--- src/rtl/iotdf_pkg.sv ---
// iotdf_pkg: shared widths, state encoding and fn_sel codes for the IOTDF byte path
package iotdf_pkg;
   localparam int DATA_W          = 128;
   localparam int BYTES_PER_WORD  = 16;
   localparam int WORDS_PER_ROUND = 8;
   localparam int FN_SEL_W        = 3;
   localparam int BC_W            = $clog2(BYTES_PER_WORD);
   localparam int WC_W            = $clog2(WORDS_PER_ROUND);
   typedef enum logic {IDLE, SEND} state_t;
   localparam logic [FN_SEL_W-1:0] FN_NONE = 3'd0;
   localparam logic [FN_SEL_W-1:0] FN_MAX  = 3'd1;
   localparam logic [FN_SEL_W-1:0] FN_MIN  = 3'd2;
   localparam logic [FN_SEL_W-1:0] FN_AVG  = 3'd3;
   localparam logic [FN_SEL_W-1:0] FN_EXT  = 3'd4;
   localparam logic [FN_SEL_W-1:0] FN_EXC  = 3'd5;
   localparam logic [FN_SEL_W-1:0] FN_PMAX = 3'd6;
   localparam logic [FN_SEL_W-1:0] FN_PMIN = 3'd7;
endpackage

--- src/rtl/iotdf_byte_feeder_if.sv ---
// iotdf_byte_feeder_if: upstream word handshake plus IOTDF byte-stream signals
interface iotdf_byte_feeder_if;
   import iotdf_pkg::*;
   logic                blk_valid;
   logic [DATA_W-1:0]   blk_data;
   logic                blk_ready;
   logic [FN_SEL_W-1:0] fn_sel_in;
   logic                busy;
   logic                in_en;
   logic [7:0]          iot_in;
   logic [FN_SEL_W-1:0] fn_sel;
   logic                round_done;
   modport master (input blk_valid, blk_data, fn_sel_in, busy,
                   output blk_ready, in_en, iot_in, fn_sel, round_done);
   modport slave  (output blk_valid, blk_data, fn_sel_in, busy,
                   input blk_ready, in_en, iot_in, fn_sel, round_done);
endinterface

--- src/rtl/iotdf_frame_cnt.sv ---
// iotdf_frame_cnt: byte-in-word and word-in-round counters with end-of-word/round flags
module iotdf_frame_cnt
   import iotdf_pkg::*;
(
   input  logic            clk,
   input  logic            rst,
   input  logic            adv,
   output logic [BC_W-1:0] byte_cnt,
   output logic [WC_W-1:0] word_cnt,
   output logic            last_byte,
   output logic            wrap
);
   logic last_word;
   // flags decoded from the current counts; wrap marks the final byte transfer of a round
   always_comb begin
      last_byte = byte_cnt == BC_W'(BYTES_PER_WORD - 1);
      last_word = word_cnt == WC_W'(WORDS_PER_ROUND - 1);
      wrap      = adv && last_byte && last_word;
   end
   // advance per transferred byte; the word count steps on each word's last byte
   always_ff @(posedge clk) begin
      if (rst) begin
         byte_cnt <= '0;
         word_cnt <= '0;
      end else if (adv) begin
         byte_cnt <= last_byte ? '0 : byte_cnt + 1'b1;
         word_cnt <= !last_byte ? word_cnt : last_word ? '0 : word_cnt + 1'b1;
      end
   end
endmodule

--- src/rtl/iotdf_byte_feeder.sv ---
// iotdf_byte_feeder: serialises 128-bit words MSB-byte-first into IOTDF, framed in rounds
module iotdf_byte_feeder
   import iotdf_pkg::*;
(
   input  logic clk,
   input  logic rst,
   iotdf_byte_feeder_if.master bus
);
   state_t              state, state_nxt;
   logic [DATA_W-1:0]   shreg;
   logic [FN_SEL_W-1:0] fn_sel_q;
   logic                round_done_q;
   logic [BC_W-1:0]     byte_cnt;
   logic [WC_W-1:0]     word_cnt;
   logic                last_byte, wrap, xfer, last_xfer, load, round_start;
   iotdf_frame_cnt u_cnt (
      .clk       (clk),
      .rst       (rst),
      .adv       (xfer),
      .byte_cnt  (byte_cnt),
      .word_cnt  (word_cnt),
      .last_byte (last_byte),
      .wrap      (wrap)
   );
   // handshake, byte strobe and next state; ready also opens on the last byte for zero-bubble reload
   always_comb begin
      xfer           = !rst && state == SEND && !bus.busy;
      last_xfer      = xfer && last_byte;
      bus.blk_ready  = !rst && (state == IDLE || last_xfer);
      load           = bus.blk_valid && bus.blk_ready;
      round_start    = (state == IDLE && word_cnt == '0) || wrap;
      state_nxt      = load ? SEND : last_xfer ? IDLE : state;
      bus.in_en      = xfer;
      bus.iot_in     = (!rst && state == SEND) ? shreg[DATA_W-1 -: 8] : 8'h00;
      bus.fn_sel     = rst ? '0 : fn_sel_q;
      bus.round_done = !rst && round_done_q;
   end
   // state register
   always_ff @(posedge clk) begin
      if (rst) state <= IDLE;
      else     state <= state_nxt;
   end
   // shift register, round-frozen fn_sel and registered round_done pulse
   always_ff @(posedge clk) begin
      if (rst) begin
         shreg        <= '0;
         fn_sel_q     <= '0;
         round_done_q <= 1'b0;
      end else begin
         shreg        <= load ? bus.blk_data : xfer ? shreg << 8 : shreg;
         fn_sel_q     <= (load && round_start) ? bus.fn_sel_in : fn_sel_q;
         round_done_q <= wrap;
      end
   end
endmodule

--- src/flat_wrapper.sv ---
// flat-port wrapper written by rule: the top's interface ports become plain ports
module iotdf_byte_feeder_flat import iotdf_pkg::*;
  (clk, rst, bus_blk_valid, bus_blk_data, bus_fn_sel_in, bus_busy, bus_blk_ready, bus_in_en, bus_iot_in, bus_fn_sel, bus_round_done);
  iotdf_byte_feeder_if bus_i ();
  input  logic clk;
  input  logic rst;
  input wire logic [$bits(bus_i.blk_valid)-1:0] bus_blk_valid;
  input wire logic [$bits(bus_i.blk_data)-1:0] bus_blk_data;
  input wire logic [$bits(bus_i.fn_sel_in)-1:0] bus_fn_sel_in;
  input wire logic [$bits(bus_i.busy)-1:0] bus_busy;
  output wire logic [$bits(bus_i.blk_ready)-1:0] bus_blk_ready;
  output wire logic [$bits(bus_i.in_en)-1:0] bus_in_en;
  output wire logic [$bits(bus_i.iot_in)-1:0] bus_iot_in;
  output wire logic [$bits(bus_i.fn_sel)-1:0] bus_fn_sel;
  output wire logic [$bits(bus_i.round_done)-1:0] bus_round_done;
  assign bus_i.blk_valid = bus_blk_valid;
  assign bus_i.blk_data = bus_blk_data;
  assign bus_i.fn_sel_in = bus_fn_sel_in;
  assign bus_i.busy = bus_busy;
  assign bus_blk_ready = bus_i.blk_ready;
  assign bus_in_en = bus_i.in_en;
  assign bus_iot_in = bus_i.iot_in;
  assign bus_fn_sel = bus_i.fn_sel;
  assign bus_round_done = bus_i.round_done;
  iotdf_byte_feeder u_core (.clk(clk), .rst(rst), .bus(bus_i));
endmodule
--- config.mk ---
export PLATFORM = sky130hd
export DESIGN_NAME = iotdf_byte_feeder_flat
export DESIGN_NICKNAME = d
export VERILOG_FILES = /design/src/rtl/iotdf_pkg.sv /design/src/rtl/iotdf_byte_feeder_if.sv /design/src/rtl/iotdf_frame_cnt.sv /design/src/rtl/iotdf_byte_feeder.sv /design/src/flat_wrapper.sv
export SDC_FILE = /design/constraint.sdc
export NUM_CORES = 1
export LEC_CHECK = 0
export CORE_ASPECT_RATIO = 0.7
export CORE_MARGIN = 10
export CORE_UTILIZATION = 50
export CTS_CLUSTER_SIZE = 40
export DETAILED_ROUTE_END_ITERATION = 10
export GPL_ROUTABILITY_DRIVEN = 0
export PLACE_DENSITY = 0.8
export SYNTH_ARGS = -nofsm -noshare
export SYNTH_HDL_FRONTEND = slang
export SYNTH_SLANG_ARGS = --single-unit
--- constraint.sdc ---
create_clock -name clk -period 2.07 [get_ports clk]
set_input_delay 0.3105 -clock clk [delete_from_list [all_inputs] [get_ports clk]]
set_output_delay 0.3105 -clock clk [all_outputs]
set_load 0.02 [all_outputs]
==> flow_metrics.env, run 1 <==
export IMPL_arrival_ps=1610
export IMPL_grt_start_max_net_pins=129
export IMPL_die_h_um=115
export IMPL_status="finished clean"
export IMPL_antenna_cells=0
export IMPL_synth_compound_area_share_pct=22.8
export IMPL_hold_viol_final=0
export IMPL_p_int_mw=5.35
export IMPL_fin_crit_sh_pct=93.0
export IMPL_grt_use_total_pct=19.1
export IMPL_htreeDepth=4
export IMPL_clock_tree_buffer_depth=2
export IMPL_drt_pre_antenna_iters=5
export IMPL_antenna_found_initial=1
export IMPL_synthMuxAreaShare_pct=0.528
export IMPL_drv_slew=0
export IMPL_yosys_area_share_simple_pct=25.4
export IMPL_portBuffers=148
export IMPL_post_route_min_period_ps=1920
export IMPL_path_max_fanout=11
export IMPL_cts_root_buf="clkbuf_16"
export IMPL_seq_power_share_pct=42.3
export IMPL_die_w_um=155
export IMPL_drtIter0Drc=512
export IMPL_p_leak_nw=3.14
export IMPL_finalSetupViolCount=0
export IMPL_vias=5848
export IMPL_p_per_area_nw_per_um2=818
export IMPL_syn_num_nets=913
export IMPL_worst_path_buf_inv=3
export IMPL_grt_pass1_vias=5475
export IMPL_clk_pin_slew_ps=60
export IMPL_netlist_instances=774
export IMPL_synthArstFlopShare_pct=0
export IMPL_dieArea_um2=17800
export IMPL_core_area_um2=12500
export IMPL_drive_gt1_share_pct=13.1
export IMPL_crit_path_end_kind="primary output"
export IMPL_yosysSeqAreaShare_pct=43.8
export IMPL_switchingPower_mw=1.76
export IMPL_combPwrFrac_pct=13.7
export IMPL_ys_warn_count=0
export IMPL_drt_wl_total_um=17600
export IMPL_crit_type="register to primary output"
export IMPL_tritoncts="done"
export IMPL_start_kind="register"
export IMPL_ioPinCount=149
export IMPL_ff_latch_area_um2=2800
export IMPL_hold_path_class="input pin to register"
export IMPL_switching_share_pct=24.8
export IMPL_final_cells=1075
export IMPL_fin_nets=1039
export IMPL_synth_top_family_by_area="simple AND/OR/NAND/NOR gates"
export IMPL_antenna_left=0
export IMPL_crit_slowest_cell="dfxtp_1"
export IMPL_max_slew_worst_pin_slew_ps=953
export IMPL_max_freq_mhz=520
export IMPL_worstSkewPairLatency_ps=410
export IMPL_cts_setup_buffers=0
export IMPL_fillers=993
export IMPL_start_util_pct=51.4
export IMPL_placedCellCount=1043
export IMPL_grt_pass1_wl_um=28000
export IMPL_synth_cell_type_count=33
export IMPL_peakVddDrop_uv=666
export IMPL_avgSynthCellArea_um2=8.27
export IMPL_multiInputGateArea_um2=3210
export IMPL_critPathTopFamily="buffers and inverters"
export IMPL_dp_hpwl_um=12000
export IMPL_wl_per_cell_um=16.3
export IMPL_synth_seq_cells=140
export IMPL_synth_edf_count=0
export IMPL_path_cells="nor2b_2, buf_12, nand2b_4, inv_4, dlygate4sd2_1"
export IMPL_synthXorXnorAreaFrac_pct=0.410
export IMPL_worstPathRequired_ps=1760
export IMPL_report_power_total_mw=7.11
export IMPL_clock_sinks=140
export IMPL_remaining_drc_errors=0
export IMPL_rsz0062_at_grt="no"
export IMPL_syn_to_final_growth_pct=35.8
export IMPL_numCtsBuffers=17
export IMPL_slowest_delay_ps=340
export IMPL_synth_adder_area_share_pct=0.782
export IMPL_maxSlewHeadroom_pct=36.5
export IMPL_viasPerCell=5.44
export IMPL_syn_area_um2=6400
export IMPL_clock_power_share_pct=44.0
export IMPL_grt_overflow_total=0
export IMPL_synth_main_ff_cell="dfxtp_1"
export IMPL_rows=34
export IMPL_clock_skew_ps=10.9
export IMPL_timing_max_cap_violations=0
## cells in the mapped netlist, drive strengths merged (4+ instances only)
cell type | n | share of area (%)
clkbuf | 14 | 0.82
ha | 4 | 0.78
buf | 57 | 5.3
nand3 | 8 | 0.63
nand2 | 256 | 15
a21oi | 14 | 1.2
nor2 | 123 | 7.2
dfxtp | 140 | 44
inv | 4 | 0.23
a311oi | 120 | 21
nor2b | 5 | 0.53
and2 | 8 | 0.78
## worst register-to-register path, stage by stage (launching register included)
cell and delay (ps):
dfxtp_1 340, ha_1 250, and4b_1 250, o21ai_4 200, buf_12 190, buf_12 180
nor2_1 90, a311oi_2 280
## area by class of cell
cell class / instances / share of cell area, %
clock buffer: 18 / 5.05
clock inverter: 14 / 1.93
inverter: 4 / 0.201
multi-input combinational: 559 / 36.9
sequential: 140 / 32.2
tap: 162 / 2.33
timing repair buffer: 178 / 21.3
## registers in the layout (all words and copies together), names as in the netlist
signal	flops
u_core.shreg	128
u_core.u_cnt.word_cnt	3
u_core.round_done_q	1
u_core.state	1
u_core.fn_sel_q	3
u_core.u_cnt.byte_cnt	4
## power by group through the flow
stage               sequential (mW)  clock [mW]  combinational [mW]
global route                   3.03        3.27                1.07
finish                         3.01        3.13               0.973
floorplan                      3.04           0               0.557
detailed placement             3.06           0               0.974
CTS                            3.01        3.16               0.977
global placement               3.06           0               0.961
## routing by layer
metal / global-route usage, % / routed length [um] / vias to the layer above
met5: 0 / 20 / -
met4: 5.04 / 110 / 2
met3: 5.74 / 1130 / 10
met2: 27.9 / 7570 / 166
met1: 26.8 / 8750 / 2731
li1: - / - / 2939
## placed cells by master (no fill, tap or decap), drive strengths merged
cell             n
clkinvlp         3
xor2             1
a21oi           14
bufinv           3
nand3            8
nand4b           2
and4b            1
a21boi           1
or3              1
nor2b            5
ha               4
and2             8
dlygate4sd2      9
xnor2            2
nor4             1
o21ai            2
nand3b           1
clkinv           6
inv              6
nor2           123
dfxtp          140
nand2b           2
nor3             3
mux2             3
and3             1
nand2          256
clkdlybuf4s50  137
clkbuf          19
buf             31
a311oi         120
## per-stage QoR
step / setup TNS [ps] / setup slack (ps) / utilization (%) / cell area, um2 / hold WS, ps
floorplan: 0 / 498 / - / 6400 / 428
global placement: 0 / 14.7 / 65.0 / 8110 / 456
detailed placement: -17.5 / -7.96 / 65.0 / 8110 / 460
CTS: 0 / 63.9 / 69.8 / 8700 / 249
global route: 0 / 81.4 / 69.8 / 8700 / 268
finish: 0 / 146 / 69.8 / 8700 / 263
## cells by family after synthesis
family / Yosys count
adder cells (fa/ha/maj): 4
buffers and inverters: 75
XOR/XNOR: 3
multiplexers: 3
AND/OR/NAND/NOR: 412
AO/OA/AOI/OAI: 137
flip-flops: 140
## repair_timing
item,4_1_cts,5_1_grt
gates resized for setup,10,2
hold buffers,0,0
setup endpoints to repair,10,1
## worst paths after layout
| check | depth (start not counted) | slack (ps) | start | endpoint |
|---|---|---|---|---|
| worst max register to register | 7 | 200 | u_core.u_cnt.byte_cnt[0]$_SDFFE_PP0N_ | u_core.shreg[47]$_SDFFE_PP0P_ |
| worst max-delay path | 5 | 150 | u_core.state$_SDFFE_PP0P_ | bus_in_en |
| worst min-delay path | 3 | 260 | rst | u_core.state$_SDFFE_PP0P_ |
| worst min register to register | 2 | 470 | u_core.shreg[5]$_SDFFE_PP0P_ | u_core.shreg[5]$_SDFFE_PP0P_ |
Note: power is estimated with default switching activity, not from simulation.
==> run 2, diff against run 1 <==
--- a/config.mk
+++ b/config.mk
@@ -8,10 +8,11 @@
 export CORE_ASPECT_RATIO = 0.7
 export CORE_MARGIN = 10
 export CORE_UTILIZATION = 50
-export CTS_CLUSTER_SIZE = 40
+export CTS_CLUSTER_SIZE = 30
 export DETAILED_ROUTE_END_ITERATION = 10
 export GPL_ROUTABILITY_DRIVEN = 0
 export PLACE_DENSITY = 0.8
+export SKIP_CTS_REPAIR_TIMING = 1
 export SYNTH_ARGS = -nofsm -noshare
 export SYNTH_HDL_FRONTEND = slang
 export SYNTH_SLANG_ARGS = --single-unit
==> run 2 against run 1 <==
Effect of this change: worst hold slack worse by 1.1 ps; maximum frequency up 1.9%; cell count unchanged; critical path depth down 1; flip-flop and latch count unchanged; die area unchanged; clock power about the same; clock skew down 0.68 ps; combinational power up 0.4%; first-iteration DRC count up 0.59%; setup slack better by 35 ps; critical endpoint is now bus_blk_ready.
==> flow_metrics.env, run 2 (synthesis gave the netlist of run 1 again) <==
export IMPL_status="finished clean"
export IMPL_placedCellCount=1043
export IMPL_dp_hpwl_um=12000
export IMPL_clk_pin_slew_ps=60
export IMPL_largest_reg_flops=128
export IMPL_p_per_area_nw_per_um2=814
export IMPL_final_cell_mix="nand2_1 (256), dfxtp_1 (140), clkdlybuf4s50_1 (137)"
export IMPL_post_route_min_period_ps=1890
export IMPL_timing_max_cap_violations=0
export IMPL_final_cells=1075
export IMPL_max_slew_worst_pin_slew_ps=950
export IMPL_antenna_cells=0
export IMPL_ff_latch_area_um2=2800
export IMPL_syn_to_final_growth_pct=36.4
export IMPL_crit_path_end_kind="primary output"
export IMPL_vias=5845
export IMPL_pre_cts_ws_ps=-7.96
export IMPL_crit_reg2reg_launch="u_core.u_cnt.byte_cnt[0]$_SDFFE_PP0N_"
export IMPL_portBuffers=148
export IMPL_die_w_um=155
export IMPL_placed_area_um2=8110
export IMPL_largest_register="u_core.shreg"
export IMPL_start_util_pct=51.4
export IMPL_rows=34
export IMPL_grt_pass1_vias=5475
export IMPL_drv_slew=0
export IMPL_drt_pre_antenna_iters=5
export IMPL_grt_use_total_pct=19.1
export IMPL_worstSkewPairLatency_ps=410
export IMPL_die_h_um=115
export IMPL_fin_nets=1039
export IMPL_cts_root_buf="clkbuf_16"
export IMPL_clock_skew_ps=10.3
export IMPL_setup_tns_ps=0
export IMPL_viasPerCell=5.44
export IMPL_grt_pass1_wl_um=28000
export IMPL_crit_type="register to primary output"
export IMPL_remaining_drc_errors=0
export IMPL_fillers=987
export IMPL_drive_gt1_share_pct=13.0
export IMPL_arrival_ps=1580
export IMPL_worstHoldStart="rst"
export IMPL_post_route_util_pct=70.1
export IMPL_ioPinCount=149
export IMPL_drtIter0Drc=515
export IMPL_report_power_total_mw=7.12
export IMPL_wl_per_cell_um=16.4
export IMPL_fin_ws_ps=181
export IMPL_max_freq_mhz=529
export IMPL_fin_crit_sh_pct=91.3
export IMPL_finalInstanceArea_um2=8740
export IMPL_worstPathRequired_ps=1760
export IMPL_final_common_cell="nand2_1"
export IMPL_hold_viol_final=0
export IMPL_grt_start_max_net_pins=129
export IMPL_core_area_um2=12500
export IMPL_hold_path_class="input pin to register"
export IMPL_top_regs="u_core.shreg: 128 flops, u_core.u_cnt.byte_cnt: 4 flops"
export IMPL_multiInputGateArea_um2=3210
export IMPL_grt_overflow_total=0
export IMPL_p_leak_nw=3.28
export IMPL_antenna_left=0
export IMPL_clock_tree_buffer_depth=2
export IMPL_tritoncts="done"
export IMPL_path_max_fanout=3
export IMPL_drt_wl_total_um=17600
export IMPL_cp_startpoint="u_core.u_cnt.byte_cnt[1]$_SDFFE_PP0N_"
export IMPL_rsz0062_at_grt="no"
export IMPL_htreeDepth=4
export IMPL_maxSlewHeadroom_pct=36.7
export IMPL_fin_hold_ws_ps=261
export IMPL_finalSetupViolCount=0
export IMPL_numCtsBuffers=17
export IMPL_dieArea_um2=17800
export IMPL_clock_sinks=140
export IMPL_start_kind="register"
export IMPL_peakVddDrop_uv=666
export IMPL_antenna_found_initial=1
run 2: cell count changes in the layout (fill, tap and decap cells not counted):
cell / previous run / this run
dlymetal6s2s_1: 0 / 10
dlygate4sd2_1: 9 / 0
clkbuf_2: 1 / 0
run 2: layout make-up:
| cell class | instances | area share [%] |
|---|---|---|
| Sequential cell | 140 | 32.1 |
| Tap cell | 162 | 2.32 |
| Multi-Input combinational cell | 559 | 36.8 |
| Inverter | 4 | 0.200 |
| Clock buffer | 18 | 5.03 |
| Timing Repair Buffer | 178 | 21.7 |
| Clock inverter | 14 | 1.92 |
run 2: worst paths after layout:
| path | endpoint | slack [ps] | depth (start not counted) |
|---|---|---|---|
| setup reg to reg | u_core.shreg[47]$_SDFFE_PP0P_ | 200 | 7 |
| hold / removal | u_core.state$_SDFFE_PP0P_ | 260 | 3 |
| hold reg to reg | u_core.shreg[5]$_SDFFE_PP0P_ | 470 | 2 |
| setup / recovery | bus_blk_ready | 180 | 4 |
run 2: critical path, cell delays in order, from the launching register on:
cell and delay (ps):
dfxtp_1 380, ha_1 240, nand4b_1 130, a21oi_1 170
dlymetal6s2s_1 240
run 2: power breakdown:
group | switching, mW | internal, mW | leakage, nW | total [mW]
clock | 1.20 | 1.93 | 0.292 | 3.13
combinational | 0.457 | 0.520 | 1.83 | 0.977
sequential | 0.108 | 2.90 | 1.16 | 3.01
total | 1.76 | 5.35 | 3.28 | 7.12
run 2: layer usage:
layer,vias up,track usage (%),part of all wire [%]
met3,10,5.74,6.5
met2,176,27.9,43
li1,2939,-,-
met1,2718,26.8,49
met5,-,0,0.11
met4,2,5.04,0.63
